[config.mk]
export PLATFORM = sky130hd
export DESIGN_NAME = trig_decoder
export DESIGN_NICKNAME = d
export VERILOG_FILES = /design/src/rtl/trig_pkg.sv /design/src/rtl/trig_code_dcd.sv /design/src/rtl/trig_decoder.sv
export SDC_FILE = /design/constraint.sdc
export NUM_CORES = 1
export LEC_CHECK = 0
export CORE_UTILIZATION = 35
export DETAILED_ROUTE_END_ITERATION = 16
export PLACE_DENSITY_LB_ADDON = 0.12
export SYNTH_ARGS = -nofsm -noshare
export SYNTH_HDL_FRONTEND = slang
export SYNTH_SLANG_ARGS = --single-unit
[constraint.sdc]
create_clock -name CLK -period 2.2 [get_ports CLK]
set_clock_uncertainty 0.15 [all_clocks]
set_input_delay 0.66 -clock CLK [delete_from_list [all_inputs] [get_ports CLK]]
set_output_delay 0.66 -clock CLK [all_outputs]
set_load 0.01 [all_outputs]
[src/rtl/trig_pkg.sv]
// Shared definitions for the trigger-bus receiver: code points, FSM encoding
// and the per-copy state bundle that the optional triplication votes on.
package trig_pkg;

  localparam logic [2:0] ENC_NONE      = 3'd0;
  localparam logic [2:0] ENC_LCT       = 3'd1;
  localparam logic [2:0] ENC_LCT_L1A   = 3'd2;
  localparam logic [2:0] ENC_LCT_L1A_M = 3'd3;
  localparam logic [2:0] ENC_L1A       = 3'd4;
  localparam logic [2:0] ENC_L1A_M     = 3'd5;
  localparam logic [2:0] ENC_ILL       = 3'd6;
  localparam logic [2:0] ENC_RSYNC     = 3'd7;

  typedef enum logic [1:0] {
    IDLE = 2'd0,
    RQST = 2'd1,
    SYNC = 2'd2
  } state_t;

  typedef struct packed {
    logic [2:0]  enc;
    logic        mode;
    state_t      state;
    logic [3:0]  fcnt;
    logic        lct;
    logic        l1a;
    logic        match;
    logic        pls;
    logic        err;
    logic [11:0] bx;
    logic [23:0] l1a_cnt;
    logic [7:0]  err_cnt;
  } ctx_t;

  // Bitwise 2-of-3 vote over a whole state bundle.
  function automatic ctx_t maj3(input ctx_t a, input ctx_t b, input ctx_t c);
    return ctx_t'((a & b) | (a & c) | (b & c));
  endfunction

endpackage

[src/rtl/trig_code_dcd.sv]
// Combinational decode of one registered trigger-bus code into trigger,
// resync-request and illegal-code flags, for encoded or direct mode.
module trig_code_dcd
  import trig_pkg::*;
(
  input  logic       mode,
  input  logic [2:0] enc,
  output logic       lct,
  output logic       l1a,
  output logic       match,
  output logic       rqst,
  output logic       ill
);

  always_comb begin
    lct   = 1'b0;
    l1a   = 1'b0;
    match = 1'b0;
    rqst  = 1'b0;
    ill   = 1'b0;
    if (!mode) begin
      // Direct mode: one wire per function, match mirrors L1A.
      lct   = enc[0];
      l1a   = enc[1];
      match = enc[1];
      rqst  = enc[2];
    end else begin
      case (enc)
        ENC_NONE:      ;
        ENC_LCT:       lct = 1'b1;
        ENC_LCT_L1A:   begin lct = 1'b1; l1a = 1'b1; end
        ENC_LCT_L1A_M: begin lct = 1'b1; l1a = 1'b1; match = 1'b1; end
        ENC_L1A:       l1a = 1'b1;
        ENC_L1A_M:     begin l1a = 1'b1; match = 1'b1; end
        ENC_ILL:       ill = 1'b1;
        ENC_RSYNC:     rqst = 1'b1;
      endcase
    end
  end

endmodule

[src/rtl/trig_decoder.sv]
// ENC_TRG receiver: input register, code decode, resync filter FSM and the
// BX / L1A / error counters, optionally triplicated with majority voting.
module trig_decoder
  import trig_pkg::*;
#(
  parameter int BX_MAX    = 3563,
  parameter int RSYNC_MIN = 2,
  parameter int TMR       = 0
) (
  input  logic        CLK,
  input  logic        RST,
  input  logic [2:0]  ENC_TRG,
  input  logic        TRG_DCD,
  output logic        LCT,
  output logic        L1A,
  output logic        L1A_MATCH,
  output logic        RESYNC,
  output logic        RSYNC_PLS,
  output logic [11:0] BX_CNT,
  output logic [23:0] L1A_CNT,
  output logic        ERR,
  output logic [7:0]  ERR_CNT
);

  localparam int          NCOPY   = (TMR == 1) ? 3 : 1;
  localparam logic [11:0] BX_LAST = 12'(BX_MAX);
  localparam logic [3:0]  RMIN    = 4'(RSYNC_MIN);

  ctx_t ctx_all [NCOPY];
  ctx_t ctx_vote;

  generate
    if (NCOPY == 3) begin : g_vote
      assign ctx_vote = maj3(ctx_all[0], ctx_all[1], ctx_all[2]);
    end else begin : g_single
      assign ctx_vote = ctx_all[0];
    end
  endgenerate

  genvar gi;
  generate
    for (gi = 0; gi < NCOPY; gi++) begin : g_copy
      logic       d_lct, d_l1a, d_match, d_rqst, d_ill;
      logic [3:0] fcnt_inc;
      ctx_t       ctx_next;
      ctx_t       ctx_reg;

      trig_code_dcd u_dcd (
        .mode  (ctx_vote.mode),
        .enc   (ctx_vote.enc),
        .lct   (d_lct),
        .l1a   (d_l1a),
        .match (d_match),
        .rqst  (d_rqst),
        .ill   (d_ill)
      );

      always_comb begin
        ctx_next       = ctx_vote;
        ctx_next.enc   = ENC_TRG;
        ctx_next.mode  = TRG_DCD;
        ctx_next.lct   = 1'b0;
        ctx_next.l1a   = 1'b0;
        ctx_next.match = 1'b0;
        ctx_next.pls   = 1'b0;
        ctx_next.err   = d_ill;
        fcnt_inc       = ctx_vote.fcnt + 4'd1;

        case (ctx_vote.state)
          IDLE: begin
            if (d_rqst) begin
              ctx_next.fcnt = 4'd1;
              if (RMIN <= 4'd1) begin
                ctx_next.state = SYNC;
                ctx_next.pls   = 1'b1;
              end else begin
                ctx_next.state = RQST;
              end
            end
          end
          RQST: begin
            if (d_rqst) begin
              ctx_next.fcnt = fcnt_inc;
              if (fcnt_inc >= RMIN) begin
                ctx_next.state = SYNC;
                ctx_next.pls   = 1'b1;
              end
            end else begin
              ctx_next.state = IDLE;
              ctx_next.fcnt  = 4'd0;
            end
          end
          SYNC: begin
            if (!d_rqst) begin
              ctx_next.state = IDLE;
              ctx_next.fcnt  = 4'd0;
            end
          end
          default: begin
            ctx_next.state = IDLE;
            ctx_next.fcnt  = 4'd0;
          end
        endcase

        // Triggers only pass while idle and not on a request cycle.
        if (ctx_vote.state == IDLE && !d_rqst) begin
          ctx_next.lct   = d_lct;
          ctx_next.l1a   = d_l1a;
          ctx_next.match = d_match;
        end

        if (ctx_next.state == SYNC || ctx_vote.bx == BX_LAST) begin
          ctx_next.bx = 12'd0;
        end else begin
          ctx_next.bx = ctx_vote.bx + 12'd1;
        end

        if (ctx_next.pls) begin
          ctx_next.l1a_cnt = 24'd0;
        end else if (ctx_next.l1a) begin
          ctx_next.l1a_cnt = ctx_vote.l1a_cnt + 24'd1;
        end

        if (d_ill && ctx_vote.err_cnt != 8'hFF) begin
          ctx_next.err_cnt = ctx_vote.err_cnt + 8'd1;
        end
      end

      always_ff @(posedge CLK) begin
        if (RST) begin
          ctx_reg <= '0;
        end else begin
          ctx_reg <= ctx_next;
        end
      end

      assign ctx_all[gi] = ctx_reg;
    end
  endgenerate

  assign LCT       = ctx_vote.lct;
  assign L1A       = ctx_vote.l1a;
  assign L1A_MATCH = ctx_vote.match;
  assign RESYNC    = (ctx_vote.state == SYNC);
  assign RSYNC_PLS = ctx_vote.pls;
  assign BX_CNT    = ctx_vote.bx;
  assign L1A_CNT   = ctx_vote.l1a_cnt;
  assign ERR       = ctx_vote.err;
  assign ERR_CNT   = ctx_vote.err_cnt;

endmodule

Word-level counts from Yosys, hierarchy flattened:

Cells that the tools add are included.

* add/sub/neg operators: 4
* magnitude comparators: 1
* equality and inequality tests: 14
* multiplexer cells: 19
* bitwise operators: 1
* reduce and logical (&&, ||, !) cells: 12

Operators with widths (count)
* $add 24x1->24 const B: 1
* $mux 6: 3
* $pmux 6 s3: 1
* $mux 1: 13
* $add 12x1->12 const B: 1
* $eq 12x12->1 const B: 1
* $eq 3x3->1 const B: 4
* $add 8x1->8 const B: 1
* $ne 8x8->1 const B: 1
* $reduce_or 2->1: 4
* $eq 3x2->1 const B: 2
* $add 4x1->4 const B: 1
* $eq 2x2->1 const B: 2
* $ge 4x2->1 const B: 1
* $mux 2: 2
* $ne 2x2->1 const B: 2
* $reduce_or 4->1: 1
* $eq 3x1->1 const B: 1
* $reduce_or 3->1: 1
* $eq 2x1->1 const B: 1
* $logic_and 1x1->1: 2
* $logic_not 2->1: 1
* $reduce_and 2->1: 1
* $logic_not 1->1: 1
* 2 further kinds: 2

* bits in registers: 59
* input port bits: 6
* output and inout bits: 50
* word-level logic and storage cells: 63

Depth between registers and ports, before layout:

Gate-level depths: netlist (run 1).

* depth in word-level cells: 8
* depth in mapped cells: 8
* mapped depth without buffers: 7

Cells and area by module:

From an unflattened synthesis (run 1), not the netlist that was laid out.

* cells, all modules: 352
* area total of the unflattened synthesis: 3144.3 µm²

Modules (own cells, without submodules)
* trig_decoder: instances 1, cells each 341, area each 3074.2 µm²
* trig_code_dcd: instances 1, cells each 11, area each 70.1 µm²

Worst setup path before layout (run 1):

Ideal clock, no wire load.

* path kind: reg-to-reg
* start: register g_copy[0].ctx_reg, in the netlist ctx_all[50]
* end: register g_copy[0].ctx_reg, in the netlist BX_CNT[3]
* setup time: 0.062 ns
* arrival: 1.852 ns
* data required time: 1.988 ns
* setup slack: 0.136 ns
* cell stages (with the launch flop): 9
* period minus slack after synthesis: 2.064 ns
* cells stage by stage: dfxtp_1 inv_1 ha_1 nand2b_1 a2111oi_4 nor3_1 or3_4 buf_6 nor2_4

* word-level cells in the longest chain between the ends: 8

RTL lines
* start: declaration: line trig_decoder.sv:46 `ctx_t ctx_reg;`
* start signal: assignment: line trig_decoder.sv:133 `ctx_reg <= ctx_next;`
* $add 4x1->4: line trig_decoder.sv:67 `fcnt_inc = ctx_vote.fcnt + 4'd1;`
* $ge 4x2->1: line trig_decoder.sv:84 `if (fcnt_inc >= RMIN) begin`
* $mux 2: line trig_decoder.sv:84
* $mux 6: line trig_decoder.sv:82 `if (d_rqst) begin`
* $pmux 6 s3: line trig_decoder.sv:69 `case (ctx_vote.state)`
* $eq 2x2->1: line trig_decoder.sv:112 `if (ctx_next.state == SYNC || ctx_vote.bx == BX_LAST) begin`
* $logic_or 1x1->1: line trig_decoder.sv:112
* $reduce_or 2->1 (no line)

Every way passes these cells.
A chain may end at the register's enable or synchronous reset.

Worst setup path after layout (run 1):

* start: register g_copy[0].ctx_reg, in the netlist BX_CNT[2]
* end: output port BX_CNT[2]

RTL lines
* end: declaration: line trig_decoder.sv:19 `output logic [11:0] BX_CNT,`

No word-level cell between the ends.

==> results of run 1 <==
[kinds of logic (layout without fill, tap and decap cells)]
family	after synthesis	in the layout	synth area share [%]
AND/OR/NAND/NOR	150	151	27.23
buffers and inverters	59	87	13.13
flip-flops	59	59	38.48
AO/OA/AOI/OAI	24	24	6.441
adder cells (fa/ha/maj)	5	5	2.038
multiplexers	3	3	0.9784
XOR/XNOR	41	41	11.70
[power groups by stage]
stage                     sequential [mW]  clock (mW)  combinational, mW
after floorplan                      1.12           0             0.0879
after global placement               1.13           0              0.131
after detailed placement             1.13           0              0.131
after CTS                            1.10        1.01              0.131
after global routing                 1.11        1.07              0.146
final                                1.10       0.975              0.134
[metal layers]
layer,track usage (%),vias up,part of all wire [%]
met5,0,-,0
met1,17.33,1069,49
li1,-,1185,-
met4,6.716,0,1.9
met2,22.02,46,44
met3,4.147,9,5.3
[through the flow]
step | util (%) | cell area (um^2) | setup slack, ns
5_1_grt | 44.16 | 3684 | -0.04853
3_5_place_dp | 41.55 | 3466 | 0.009614
2_1_floorplan | - | 3069 | 0.1365
3_3_place_gp | 41.55 | 3466 | 0.07359
4_1_cts | 43.86 | 3659 | 0.0007312
6_report | 44.16 | 3684 | 0.02854
[area by class of cell]
class	instances	area, um^2	area share, %
Clock buffer	11	141.4	3.838
Clock inverter	5	52.55	1.427
Inverter	4	15.01	0.4076
Multi-Input combinational cell	224	1501	40.76
Sequential cell	59	1190	32.30
Tap cell	105	131.4	3.567
Timing Repair Buffer	67	651.9	17.70
[timing repair]
action	4_1_cts	5_1_grt
pin swaps	0	1
setup endpoints to repair	1	19
resized for setup	1	9
buffers inserted	0	0
gates cloned	0	1
hold buffers	0	0
hold endpoints to repair	0	0
[path summary, 6_finish.rpt]
| check | endpoint | start | cells after the start |
|---|---|---|---|
| worst min-delay path | BX_CNT[0]$_SDFF_PP0_ | BX_CNT[0]$_SDFF_PP0_ | 1 |
| worst max register to register | BX_CNT[2]$_SDFF_PP0_ | ctx_all[49]$_SDFFE_PP0P_ | 6 |
| worst max-delay path | BX_CNT[2] | BX_CNT[2]$_SDFF_PP0_ | 1 |
| worst min register to register | BX_CNT[0]$_SDFF_PP0_ | BX_CNT[0]$_SDFF_PP0_ | 1 |
[sequential cells by signal, indices dropped and copies added, names as in the netlist]
name and flops:
BX_CNT 12, ERR 1, ERR_CNT 8, L1A 1
L1A_CNT 24, L1A_MATCH 1, LCT 1, RSYNC_PLS 1
ctx_all 10
[cells in the mapped netlist, drive strengths merged, types with 3 or more instances]
cell type / instances
and4: 8
or3: 3
ha: 5
inv: 4
and2: 5
nor3: 9
xnor2: 18
nor4: 3
xor2: 23
o21ai: 3
nor2b: 7
mux2i: 3
nor2: 55
nand2: 16
nand4: 18
dfxtp: 59
nand3: 14
clkbuf: 8
buf: 47
and3: 5
a21oi: 5
==> results.env, run 1 <==
VIA_PER_INST=4.861
DRC_ERRORS=0
WORST_R2R_SETUP_SLACK_NS=0.08
DR_TOTAL_VIAS=2309
SYNTHTOPCELLSBYAREA='dfxtp_1 (38%), buf_4 (11%), xor2_1 (6.6%)'
P_COMB_SHARE_PCT=6.0
IOPINCOUNT=56
DIE_W_UM=95.65
RSZ0062_AT_GRT='true'
YS_WARN_COUNT=0
PORT_BUFFERS=55
TRITONCTS_CLOCK_TREE='yes'
CRITICAL_PATH_ARRIVAL_NS=1.36
SETUP-TNS-FINAL_NS=0
MAPPEDNETLISTAREA_MM2=0.003069
ANTENNA_FOUND_INITIAL=0
CRITICAL_PATH.STARTPOINT_TYPE='flip-flop'
P_LEAK_nW=1.301
INSERTED_DIODES=0
NETSWITCHINGPOWER_mW=0.5131
SETUP_VIOL=0
AVGSYNTHCELLAREA_UM2=9.001
MIN_PERIOD_OVER_PERIOD_PCT=98.70
CLOCK_INSERTION_DELAY_WORST_SKEW_NS=0.33
SYNTHESIS.INSTANCES=341
GRT_UTIL_ALL_LAYERS_PCT=13.97
GRT_PASS1_WL_UM=9742
ROUTABILITYCONGESTION=0.7892
DP_HPWL_UM=4261
WORST-SLEW-PIN-TRANSITION_NS=0.5594
REG_CLK_SLEW_REPORTED_PATHS_NS=0.07
POWER_DENSITY_mW_PER_MM2=600.6
CRIT_FAMILY='buffers and inverters'
FMAX_GHz=0.4605
LAYOUT_CELLS_SIZED_ABOVE_1_PCT=13.78
GRT_REMAINING_OVERFLOW=0
FINAL.MIN_CLOCK_PERIOD_NS=2.171
CP.REQUIRED_NS=1.39
CLOCK_POWER_SHARE_PCT=44.1
INSTANCES_NO_FILL=475
AREA_DELTA_SYNTH_FINAL_PCT=20.02
DRT_FIRST_ITER_VIOLATIONS=95
CRIT_SLOWEST_CELL='clkdlybuf4s50_1'
FLOORPLAN.CORE_AREA_MM2=0.008341
SYNTH_TOP_CELL_AREA_SHARE_PCT=38.48
CLASS_OF_THE_MOST_CRITICAL_SETUP_PATH='reg -> out'
WORSTPATHCELLLIST='clkdlybuf4s50_1'
ASYNC_RESET_FF_SHARE_PCT=0
SLOWEST_DELAY_NS=0.58
FIRST_PASS_ITERS=4
CRIT_PATH_END_KIND='output port'
CTS.SINKS=59
SYNTH.YOSYS.SEQ_AREA_SHARE_PCT=38.48
CTSHTREEMAXLEVEL=3
CRIT_PATH_MAX_FANOUT=6
PWR-SHARE-SEQ_PCT=49.9
PLACED_CELLS=458
NFILLCELLS=841
SYNTH_FLOP_CELL='dfxtp_1'
WIRE_PER_INST_UM=12.70
NUMBER_OF_BUFFERS_ON_THE_LONGEST_CLOCK_PATH=2
FIRST_GLOBAL_VIAS=2086
CTS_INSERTED_BUFFERS=9
FINAL_NETS=376
WHS_NS=0.3168
DIEAREA_MM2=0.009148
SYNTH_LARGEST_AREA_CELL='dfxtp_1'
INITIAL_CORE_UTIL_PCT=36.80
GRT_START_MAX_NET_PINS=25
POST_SYNTH_NUM_CELL_TYPES=46
FINALMAXSLEWVIOLATIONS=0
NUMBER_OF_BUFFERS_AND_INVERTERS_ON_THE_CRITICAL_PATH=1
MOST-COMMON-LAYOUT-CELLS='clkdlybuf4s50_1 (54), dfxtp_1 (52), nor2_1 (45)'
SLEW-LIMIT-HEADROOM_PCT=62.45
MAX-CAP-VIOLATIONS=0
SYNTH_SEQ_CELLS=59
OVERALL_ROUTED_NET_LENGTH_UM=6034
STD_CELL_ROWS=33
PEAKVDDDROP_mV=0.2579
STATUS='finished clean'
DIE_HEIGHT_UM=95.65
MOST_COMMON_LIBRARY_CELL_IN_THE_LAYOUT_IGNORING_FILL_AND_TAPS='clkdlybuf4s50_1'
EDFF_COUNT_SYNTH=0
CLOCK_TREE.ROOT_CELL='clkbuf_8'
P_INT_mW=1.699
SYNTH_FP_NETS=352
ANT_NETS=0
POWER.SHARE.SWITCHING_PCT=23.19
REPORT.POWER.TOTAL_mW=2.212
HOLD_PATH.CLASS='reg -> reg'
FINAL-HOLD-VIOLATION-COUNT=0
(Power assumes the default switching activity.)
==> run 2: changes to the inputs <==
--- a/config.mk
+++ b/config.mk
@@ -10,4 +10,5 @@
 export PLACE_DENSITY_LB_ADDON = 0.12
 export SYNTH_ARGS = -nofsm -noshare
 export SYNTH_HDL_FRONTEND = slang
+export SYNTH_HIERARCHICAL = 1
 export SYNTH_SLANG_ARGS = --single-unit
==> run 2 against run 1 <==
Global-route usage grew 1.1 points. Final area grew 4.8%. Combinational power grew 11%. Non-clock buffer count up 13. First-iteration DRC count is 44% lower. Critical endpoint is now L1A_CNT[11].
==> results.env, run 2 <==
ASYNC_RESET_FF_SHARE_PCT=0  # unchanged
LAYOUT_CELLS_SIZED_ABOVE_1_PCT=18.56  # was 13.78%
MIN_PERIOD_OVER_PERIOD_PCT=97.43  # was 98.70%
DIE_HEIGHT_UM=96.78  # was 95.65 um
MAPPEDNETLISTAREA_MM2=0.003144  # was 0.003069 mm^2
AVGSYNTHCELLAREA_UM2=8.933  # was 9.001 um^2
GRT_PASS1_WL_UM=11540  # was 9742 um
SYNTHMOSTINSTANTIATEDCELL='dfxtp_1'  # unchanged
POWER_DENSITY_mW_PER_MM2=576.7  # was 600.6 mW/mm^2
POST_SYNTH_NUM_CELL_TYPES=50  # was 46
GRT_REMAINING_OVERFLOW=0  # unchanged
FIRST_PASS_ITERS=4  # unchanged
ANTENNA_FOUND_INITIAL=0  # unchanged
CRITICAL_PATH_ARRIVAL_NS=1.33  # was 1.36 ns
CP.REQUIRED_NS=1.39  # about the same
TRITONCTS_CLOCK_TREE='yes'  # unchanged
FIRST_GLOBAL_VIAS=2373  # was 2,086
SYNTHESIS.INSTANCES=352  # was 341
HOLD_PATH.CLASS='reg -> reg'  # unchanged
WORST-SLEW-PIN-TRANSITION_NS=0.4115  # was 0.5594 ns
PEAKVDDDROP_mV=0.2593  # was 0.2579 mV
FMAX_GHz=0.4665  # was 0.4605 GHz
CRIT_PATH_END_KIND='output port'  # unchanged
GRT_START_MAX_NET_PINS=26  # was 25
NUMBER_OF_BUFFERS_AND_INVERTERS_ON_THE_CRITICAL_PATH=2  # was 1
FINAL-HOLD-VIOLATION-COUNT=0  # unchanged
DIEAREA_MM2=0.009366  # was 0.009148 mm^2
FINAL_NETS=395  # was 376
STATUS='finished clean'  # unchanged
INITIAL_CORE_UTIL_PCT=36.05  # was 36.80%
P_LEAK_nW=1.338  # was 1.301 nW
CTS.SINKS=59  # unchanged
SYNTH_FP_NETS=363  # was 352
DP_HPWL_UM=4657  # was 4261 um
NUMBER_OF_BUFFERS_ON_THE_LONGEST_CLOCK_PATH=2  # unchanged
SYNTH_LARGEST_AREA_CELL='dfxtp_1'  # unchanged
DPL-INSTANCE-AREA_MM2=0.003603  # was 0.003466 mm^2
MAX_FFS_PER_REGISTER=24  # unchanged
PORT_BUFFERS=55  # unchanged
SYNTH_TOP_CELL_AREA_SHARE_PCT=37.56  # was 38.48%
DRT_FIRST_ITER_VIOLATIONS=53  # was 95
CTSHTREEMAXLEVEL=3  # unchanged
EDFF_COUNT_SYNTH=0  # unchanged
DRC_ERRORS=0  # unchanged
OVERALL_ROUTED_NET_LENGTH_UM=6704  # was 6034 um
CLOCK_TREE.ROOT_CELL='clkbuf_8'  # unchanged
MOST_COMMON_LIBRARY_CELL_IN_THE_LAYOUT_IGNORING_FILL_AND_TAPS='clkdlybuf4s50_1'  # unchanged
SLOWEST_DELAY_NS=0.52  # was 0.58 ns
CTS_INSERTED_BUFFERS=9  # unchanged
IOPINCOUNT=56  # unchanged
CLOCK_INSERTION_DELAY_WORST_SKEW_NS=0.33  # about the same
SLEW-LIMIT-HEADROOM_PCT=72.47  # was 62.45%
SYNTHTOPCELLSBYAREA='dfxtp_1 (38%), buf_4 (11%), nor3_1 (4.6%)'  # was dfxtp_1 (38%), buf_4 (11%), xor2_1 (6.6%)
YOSYS-TOP-CELLS-COUNT='dfxtp_1 (59), buf_4 (47), nor3_1 (29)'  # was dfxtp_1 (59), nor2_1 (45), buf_4 (44)
FINAL.MIN_CLOCK_PERIOD_NS=2.143  # was 2.171 ns
DIE_W_UM=96.78  # was 95.65 um
WORSTPATHCELLLIST='buf_4, clkdlybuf4s50_1'  # was clkdlybuf4s50_1
HOLD_PATH_DEPTH=2  # was 1
FINALMAXSLEWVIOLATIONS=0  # unchanged
RSZ0062_AT_GRT='true'  # unchanged
WORST-R2R-CELL-COUNT=7  # was 6
ROUTABILITYCONGESTION=0.8047  # was 0.7892
SYNTH.YOSYS.SEQ_AREA_SHARE_PCT=37.56  # was 38.48%
MAX-CAP-VIOLATIONS=0  # unchanged
ANT_NETS=0  # unchanged
WORST-PATH-STAGES=2  # was 1
YS_WARN_COUNT=6  # was 0
SYNTH_FLOP_CELL='dfxtp_1'  # unchanged
SETUP_VIOL=0  # unchanged
WIRE_PER_INST_UM=13.52  # was 12.70 um
CLASS_OF_THE_MOST_CRITICAL_SETUP_PATH='reg -> out'  # unchanged
DR_TOTAL_VIAS=2541  # was 2,309
CRIT_FAMILY='buffers and inverters'  # unchanged
SYNTH_SEQ_CELLS=59  # unchanged
CRIT_PATH_MAX_FANOUT=5  # was 6
GRT_UTIL_ALL_LAYERS_PCT=15.06  # was 13.97%
CRITICAL_PATH.STARTPOINT_TYPE='flip-flop'  # unchanged
FLOORPLAN.CORE_AREA_MM2=0.008721  # was 0.008341 mm^2
REG_CLK_SLEW_REPORTED_PATHS_NS=0.06  # was 0.07 ns
CRIT_SLOWEST_CELL='clkdlybuf4s50_1'  # unchanged
VIA_PER_INST=5.123  # was 4.861
STD_CELL_ROWS=34  # was 33
SETUP-TNS-FINAL_NS=0  # unchanged
LAYOUT.CELL_AREA.NON_FILLER_MM2=0.003860  # was 0.003684 mm^2
MOST-COMMON-LAYOUT-CELLS='clkdlybuf4s50_1 (53), dfxtp_1 (44), nor3_1 (29)'  # was clkdlybuf4s50_1 (54), dfxtp_1 (52), nor2_1 (45)
AREA_DELTA_SYNTH_FINAL_PCT=22.76  # was 20.02%
INSERTED_DIODES=0  # unchanged
[run 2: cell types whose count changed in the layout (fill, tap and decap cells not counted), moves of 9 or more]
cell | previous run | this run
nor2_1 | 45 | 16
nor3_1 | 9 | 29
buf_4 | 11 | 25
a211oi_1 | 1 | 13
or4_1 | 0 | 9
[run 2: cell type report]
cell class / count / area (um^2)
Clock buffer: 14 / 192.7
Clock inverter: 1 / 5.005
Fill cell: 860 / 4861
Inverter: 6 / 22.52
Multi-Input combinational cell: 228 / 1567
Sequential cell: 59 / 1202
Tap cell: 108 / 135.1
Timing Repair Buffer: 80 / 735.7
[run 2: final timing paths]
check / start / end / slack (ns)
setup / recovery: L1A_CNT[11]$_SDFFE_PP0P_ / L1A_CNT[11] / 0.06
hold / removal: ctx_all[52]$_SDFFE_PP0P_ / ctx_all[52]$_SDFFE_PP0P_ / 0.36
setup reg to reg: ctx_all[58]$_SDFF_PP0_ / L1A_CNT[23]$_SDFFE_PP0P_ / 0.07
hold reg to reg: ctx_all[52]$_SDFFE_PP0P_ / ctx_all[52]$_SDFFE_PP0P_ / 0.36
[run 2: worst register-to-register path, cell delays in order, from the launching register on]
cell	delay (ns)
dfxtp_2	0.36
nand2_2	0.08
xnor2_2	0.20
nor4b_4	0.21
buf_4	0.18
nand3_4	0.15
or4_4	0.51
a211oi_2	0.22
[run 2: stage by stage]
stage | util (%) | instances | hold slack [ns] | power [mW] | worst slack, ns
3_3_place_gp | 41.32 | 480 | 0.3275 | 1.270 | 0.05104
3_5_place_dp | 41.32 | 480 | 0.3402 | 1.271 | -0.001993
2_1_floorplan | - | 352 | 0.3077 | 1.215 | 0.01730
5_1_grt | 44.26 | 496 | 0.3880 | 2.311 | -0.03107
6_report | 44.26 | 496 | 0.3581 | 2.226 | 0.05660
4_1_cts | 43.60 | 495 | 0.3487 | 2.249 | -0.03221
[run 2: metal layers]
layer  vias up  part of all wire (%)  track usage (%)
met1      1195                    52            20.97
met5         -                     0                0
met2        42                    44            22.81
li1       1293                     -                -
met4         0                   1.6            6.544
met3        11                   2.5            2.601
[run 2: timing repair]
| action | in CTS | in global routing |
|---|---|---|
| hold buffers | 0 | 0 |
| setup buffers | 0 | 1 |
| setup endpoints to repair | 6 | 31 |
| gates resized for setup | 3 | 23 |
[run 2: cell families (layout without fill, tap and decap cells)]
family          Yosys count  after routing  synth area share [%]
flops                    59             59                 37.56
compound gates           50             50                 11.06
simple gates            141            141                 26.26
buf+inv                  65            101                 14.09
xor+xnor                 29             29                 8.078
fa+ha+maj                 5              5                 1.990
mux                       3              3                0.9551
[run 2: power by group]
group          switching, mW  internal, mW
sequential            0.0165          1.08
clock                  0.420         0.556
combinational         0.0724        0.0769
total                  0.509          1.72
==> RTL edit 1: new RTL, config.mk and constraints of run 1 <==
Register the inputs `ENC_TRG` and `TRG_DCD` before use, without a reset. The logic sees them one clock later.
--- a/src/rtl/trig_decoder.sv
+++ b/src/rtl/trig_decoder.sv
@@ -25,6 +25,14 @@
   localparam int          NCOPY   = (TMR == 1) ? 3 : 1;
   localparam logic [11:0] BX_LAST = 12'(BX_MAX);
   localparam logic [3:0]  RMIN    = 4'(RSYNC_MIN);
+
+  logic [2:0] ENC_TRG_q;
+  logic TRG_DCD_q;
+
+  always_ff @(posedge CLK) begin
+    ENC_TRG_q <= ENC_TRG;
+    TRG_DCD_q <= TRG_DCD;
+  end
 
   ctx_t ctx_all [NCOPY];
   ctx_t ctx_vote;
@@ -57,8 +65,8 @@
 
       always_comb begin
         ctx_next       = ctx_vote;
-        ctx_next.enc   = ENC_TRG;
-        ctx_next.mode  = TRG_DCD;
+        ctx_next.enc   = ENC_TRG_q;
+        ctx_next.mode  = TRG_DCD_q;
         ctx_next.lct   = 1'b0;
         ctx_next.l1a   = 1'b0;
         ctx_next.match = 1'b0;
Behaviour: not the same (a bounded check fails within 4 cycles, from zero or initial values and one cycle with RST high).
==> RTL edit 1 against run 1 <==
  * Sequential share of layout area increased by 2.1 points
  * Wire length decreased by 3.2%
  * Synthesized area increased by 1.4%
  * Design area increased by 0.14%
  * Synthesized cell count increased by 3.8%
  * Largest power group unchanged
  * Critical endpoint is now ERR_CNT[4]
  * Global-route usage increased by 0.31 points
  * Sequential cell count increased by 4
  * Power increased by 6.3%
  * Die area increased by 1.4%
  * Worst setup slack improved by 35 ps
==> RTL edit 1: results (changes against run 1) <==
- The post-route non-filler standard cell count is 487 (was 475).
- The fraction of area in clock buffers and inverters is 5.66% (was 5.26%).
- The HPWL after detailed placement is 4140 µm (was 4260 µm).
- The sequential element share of the synthesized area is 40.5% (was 38.5%).
- The placed cell count is 471 (was 458).
- The data arrival at the endpoint of the critical path is 1330 ps (was 1360 ps).
- The via count was 2286 (was 2309).
- The source of the worst hold timing path is TRG_DCD_q (was BX_CNT[0]).
- The final-layout clock buffer total is 12 (was 11).
- The worst-case hold path end point is ctx_all[55] (was BX_CNT[0]).
- The leakage power total is 1.31 nW (was 1.30 nW).
- The setup slack of the most critical reg-to-reg path is 230 ps (was 80 ps).
- The aggregate global-route resource usage is 14.3% (was 14.0%).
- The endpoint of the worst setup timing path was ERR_CNT[4] (was BX_CNT[2]).
- The area of the multi-input gates was 0.00142 mm² (was 0.00150 mm²).
- The power in combinational cells is 0.118 mW (was 0.134 mW).
- Run status: finished, final reports clean (unchanged).
- The fraction of the mapped netlist area in adder cells is 2.01% (was 2.04%).
- The relative max-transition margin came to 62.8% (was 62.5%).
- The delay of the slowest critical-path stage was 560 ps (was 580 ps).
- The ratio of cells with drive above 1 in the final layout is 10.3% (was 13.8%).
- The xor/xnor share of the synthesized area is 11.0% (was 11.7%).
- The launching instance or port of the critical path is ERR_CNT[4] (was BX_CNT[2]).
- The layout multi-input combinational cell count is 231 (was 224).
- The synthesized instance count is 354 (was 341).
- The violation count after the first detailed-routing iteration is 92 (was 95).
- The met3 usage in global routing was 3.71% (was 4.15%).
-- RTL edit 1: worst register-to-register path, cell delays in order (launching register included) --
cell                        delay [ps]
sky130_fd_sc_hd__dfxtp_1           420
sky130_fd_sc_hd__ha_1              230
sky130_fd_sc_hd__xor2_1            260
sky130_fd_sc_hd__a2111oi_4          60
sky130_fd_sc_hd__a211o_2           390
sky130_fd_sc_hd__nand2b_1          130
sky130_fd_sc_hd__buf_12            170
sky130_fd_sc_hd__nor2_1             70
-- RTL edit 1: repair_timing --
action,in CTS,in global routing
endpoints found under the setup margin,2,7
gates resized for setup,2,7
pin swaps,0,0
gates cloned,0,0
-- RTL edit 1: metrics by stage --
step	hold slack (ps)	util [%]	power (mW)	instance area (µm²)	worst slack, ps
after floorplan	264	-	1.29	3110	348
after global placement	269	40.0	1.32	3470	182
after detailed placement	274	40.0	1.32	3470	178
after CTS	292	42.4	2.38	3680	21.2
after global routing	305	42.5	2.46	3690	6.07
final	287	42.5	2.35	3690	63.5
==> RTL edit 2: new RTL, settings of run 1 <==
Made on the original files. `BX_MAX`: 3563 -> 1781.
--- a/src/rtl/trig_decoder.sv
+++ b/src/rtl/trig_decoder.sv
@@ -3,7 +3,7 @@
 module trig_decoder
   import trig_pkg::*;
 #(
-  parameter int BX_MAX    = 3563,
+  parameter int BX_MAX    = 1781,
   parameter int RSYNC_MIN = 2,
   parameter int TMR       = 0
 ) (
Formal check against the unedited RTL: no difference found for any inputs over 10 cycles, from zero or initial values and one cycle with RST high; that may be too few to reach the edited logic, so the function may still have changed.
==> RTL edit 2 against run 1 <==
  * Worst setup slack better by 31 ps
  * Largest power group unchanged
  * Maximum frequency is 1.4% higher
  * Design area is 4.4% higher
  * Power hardly changed
  * Synthesized area is 2.1% higher
  * Wire length is 15% higher
  * Combinational power is 9.7% lower
  * Sequential cell count stayed put
==> RTL edit 2: results (changes against run 1) <==
- The relative max-transition margin is 65.7% (was 62.5%).
- The count of nets after finishing is 390 (was 376).
- The peak supply drop came to 269 µV (was 258 µV).
- The total of fill cells in the finished design was 866 (was 841).
- The via count is 2583 (was 2309).
- The leakage power total is 1.34 nW (was 1.30 nW).
- The flip-flop count of the largest register after layout was 24 (unchanged).
- The placer's final routability congestion estimate is 0.789 (about the same).
- The maximum number of pins on one net before global-route repair is 36 (was 25).
- Most instantiated cells after synthesis: sky130_fd_sc_hd__dfxtp_1 (59), sky130_fd_sc_hd__buf_4 (44), sky130_fd_sc_hd__nor3_1 (23) (was sky130_fd_sc_hd__dfxtp_1 (59), sky130_fd_sc_hd__nor2_1 (45), sky130_fd_sc_hd__buf_4 (44)).
- The via count of the first global-routing pass came to 2300 (was 2086).
- The synthesized netlist net count was 362 (was 352).
- The routed wire length was 6930 µm (was 6030 µm).
- The HPWL after detailed placement is 4610 µm (was 4260 µm).
- The count of unique library cells instantiated by Yosys is 52 (was 46).
- Leading cell types by total area after synthesis: sky130_fd_sc_hd__dfxtp_1 (38%), sky130_fd_sc_hd__buf_4 (11%), sky130_fd_sc_hd__a211oi_1 (4.6%), sky130_fd_sc_hd__or4_1 (4.3%), sky130_fd_sc_hd__nor3_1 (3.7%) (was sky130_fd_sc_hd__dfxtp_1 (38%), sky130_fd_sc_hd__buf_4 (11%), sky130_fd_sc_hd__xor2_1 (6.6%), sky130_fd_sc_hd__nor2_1 (5.5%), sky130_fd_sc_hd__xnor2_1 (5.1%)).
- The maximum fanout along the worst path is 3 (was 6).
- The ratio of cells with drive above 1 in the final layout is 16.4% (was 13.8%).
- The sequential element share of the synthesized area is 37.7% (was 38.5%).
- The clock slew seen by the registers of the worst setup and hold paths came to 70 ps (about the same).
- The wire length of the first global-routing pass is 11200 µm (was 9740 µm).
- The number of buffers added by the clock tree synthesis step is 9 (unchanged).
- The violation count after the first detailed-routing iteration is 118 (was 95).
- The worst-case setup slack after placement came to 91.3 ps (was 9.61 ps).
- The aggregate global-route resource usage is 14.9% (was 14.0%).
- Run status: finished, final reports clean (unchanged).
[RTL edit 2: cell families after synthesis]
kind of cell               after synthesis  share of synthesized area [%]
AOI/OAI and AO/OA                       66                           15.1
xor gates and xnor gates                21                           5.87
adders and majority gates                6                           2.40
buffers and inverters                   68                           13.8
DFF                                     59                           37.7
muxes                                    3                          0.998
and+or+nand+nor                        127                           24.2
[RTL edit 2: final timing paths]
| check | from | end | slack [ps] | cells past startpoint |
|---|---|---|---|---|
| worst min register to register | BX_CNT[0] | BX_CNT[0] | 330 | 1 |
| worst max register to register | L1A_CNT[4] | L1A_CNT[20] | 120 | 4 |
| worst min-delay path | BX_CNT[0] | BX_CNT[0] | 330 | 1 |
| worst max-delay path | L1A_CNT[5] | L1A_CNT[5] | 60 | 2 |
[RTL edit 2: final cells by class]
cell class / instances / area [µm²] / area share (%)
clock buffers: 11 / 141 / 3.67
clock inverters: 5 / 52.6 / 1.37
inverters: 7 / 26.3 / 0.683
multi-input cells: 224 / 1550 / 40.3
flip-flops and latches: 59 / 1200 / 31.3
well taps: 108 / 135 / 3.51
repair buffers: 77 / 741 / 19.3
[RTL edit 2: power by group]
part	internal [mW]	switching, mW	leakage, nW
Combinational	0.0567	0.0645	0.755
Sequential	1.09	0.0188	0.486
Clock	0.548	0.439	0.0991
Total	1.69	0.522	1.34
[RTL edit 2: worst max-delay path: stages, from the launching register on]
cell	delay (ps)
sky130_fd_sc_hd__dfxtp_1	340
sky130_fd_sc_hd__buf_4	130
sky130_fd_sc_hd__clkdlybuf4s50_1	530
[RTL edit 2: metal layers]
layer | routed length, µm | GRT usage (%) | share of wire [%] | vias up
met5 | 0 | 0 | 0 | -
met4 | 75 | 4.48 | 1.1 | 0
met3 | 316 | 6.21 | 4.6 | 8
met2 | 3180 | 23.5 | 46 | 47
met1 | 3360 | 18.5 | 49 | 1210
li1 | - | - | - | 1318
[RTL edit 2: what timing repair did]
item,4_1_cts,5_1_grt
pin swaps,0,2
resized for setup,6,18
cloned,0,1
setup buffers,0,1
setup endpoints to repair,5,25
[RTL edit 2: through the flow]
step | hold WS (ps) | cells | cell area (µm²)
floorplan | 305 | 350 | 3130
global placement | 324 | 473 | 3600
detailed placement | 332 | 473 | 3600
CTS | 344 | 489 | 3800
global route | 355 | 491 | 3850
finish | 334 | 491 | 3850
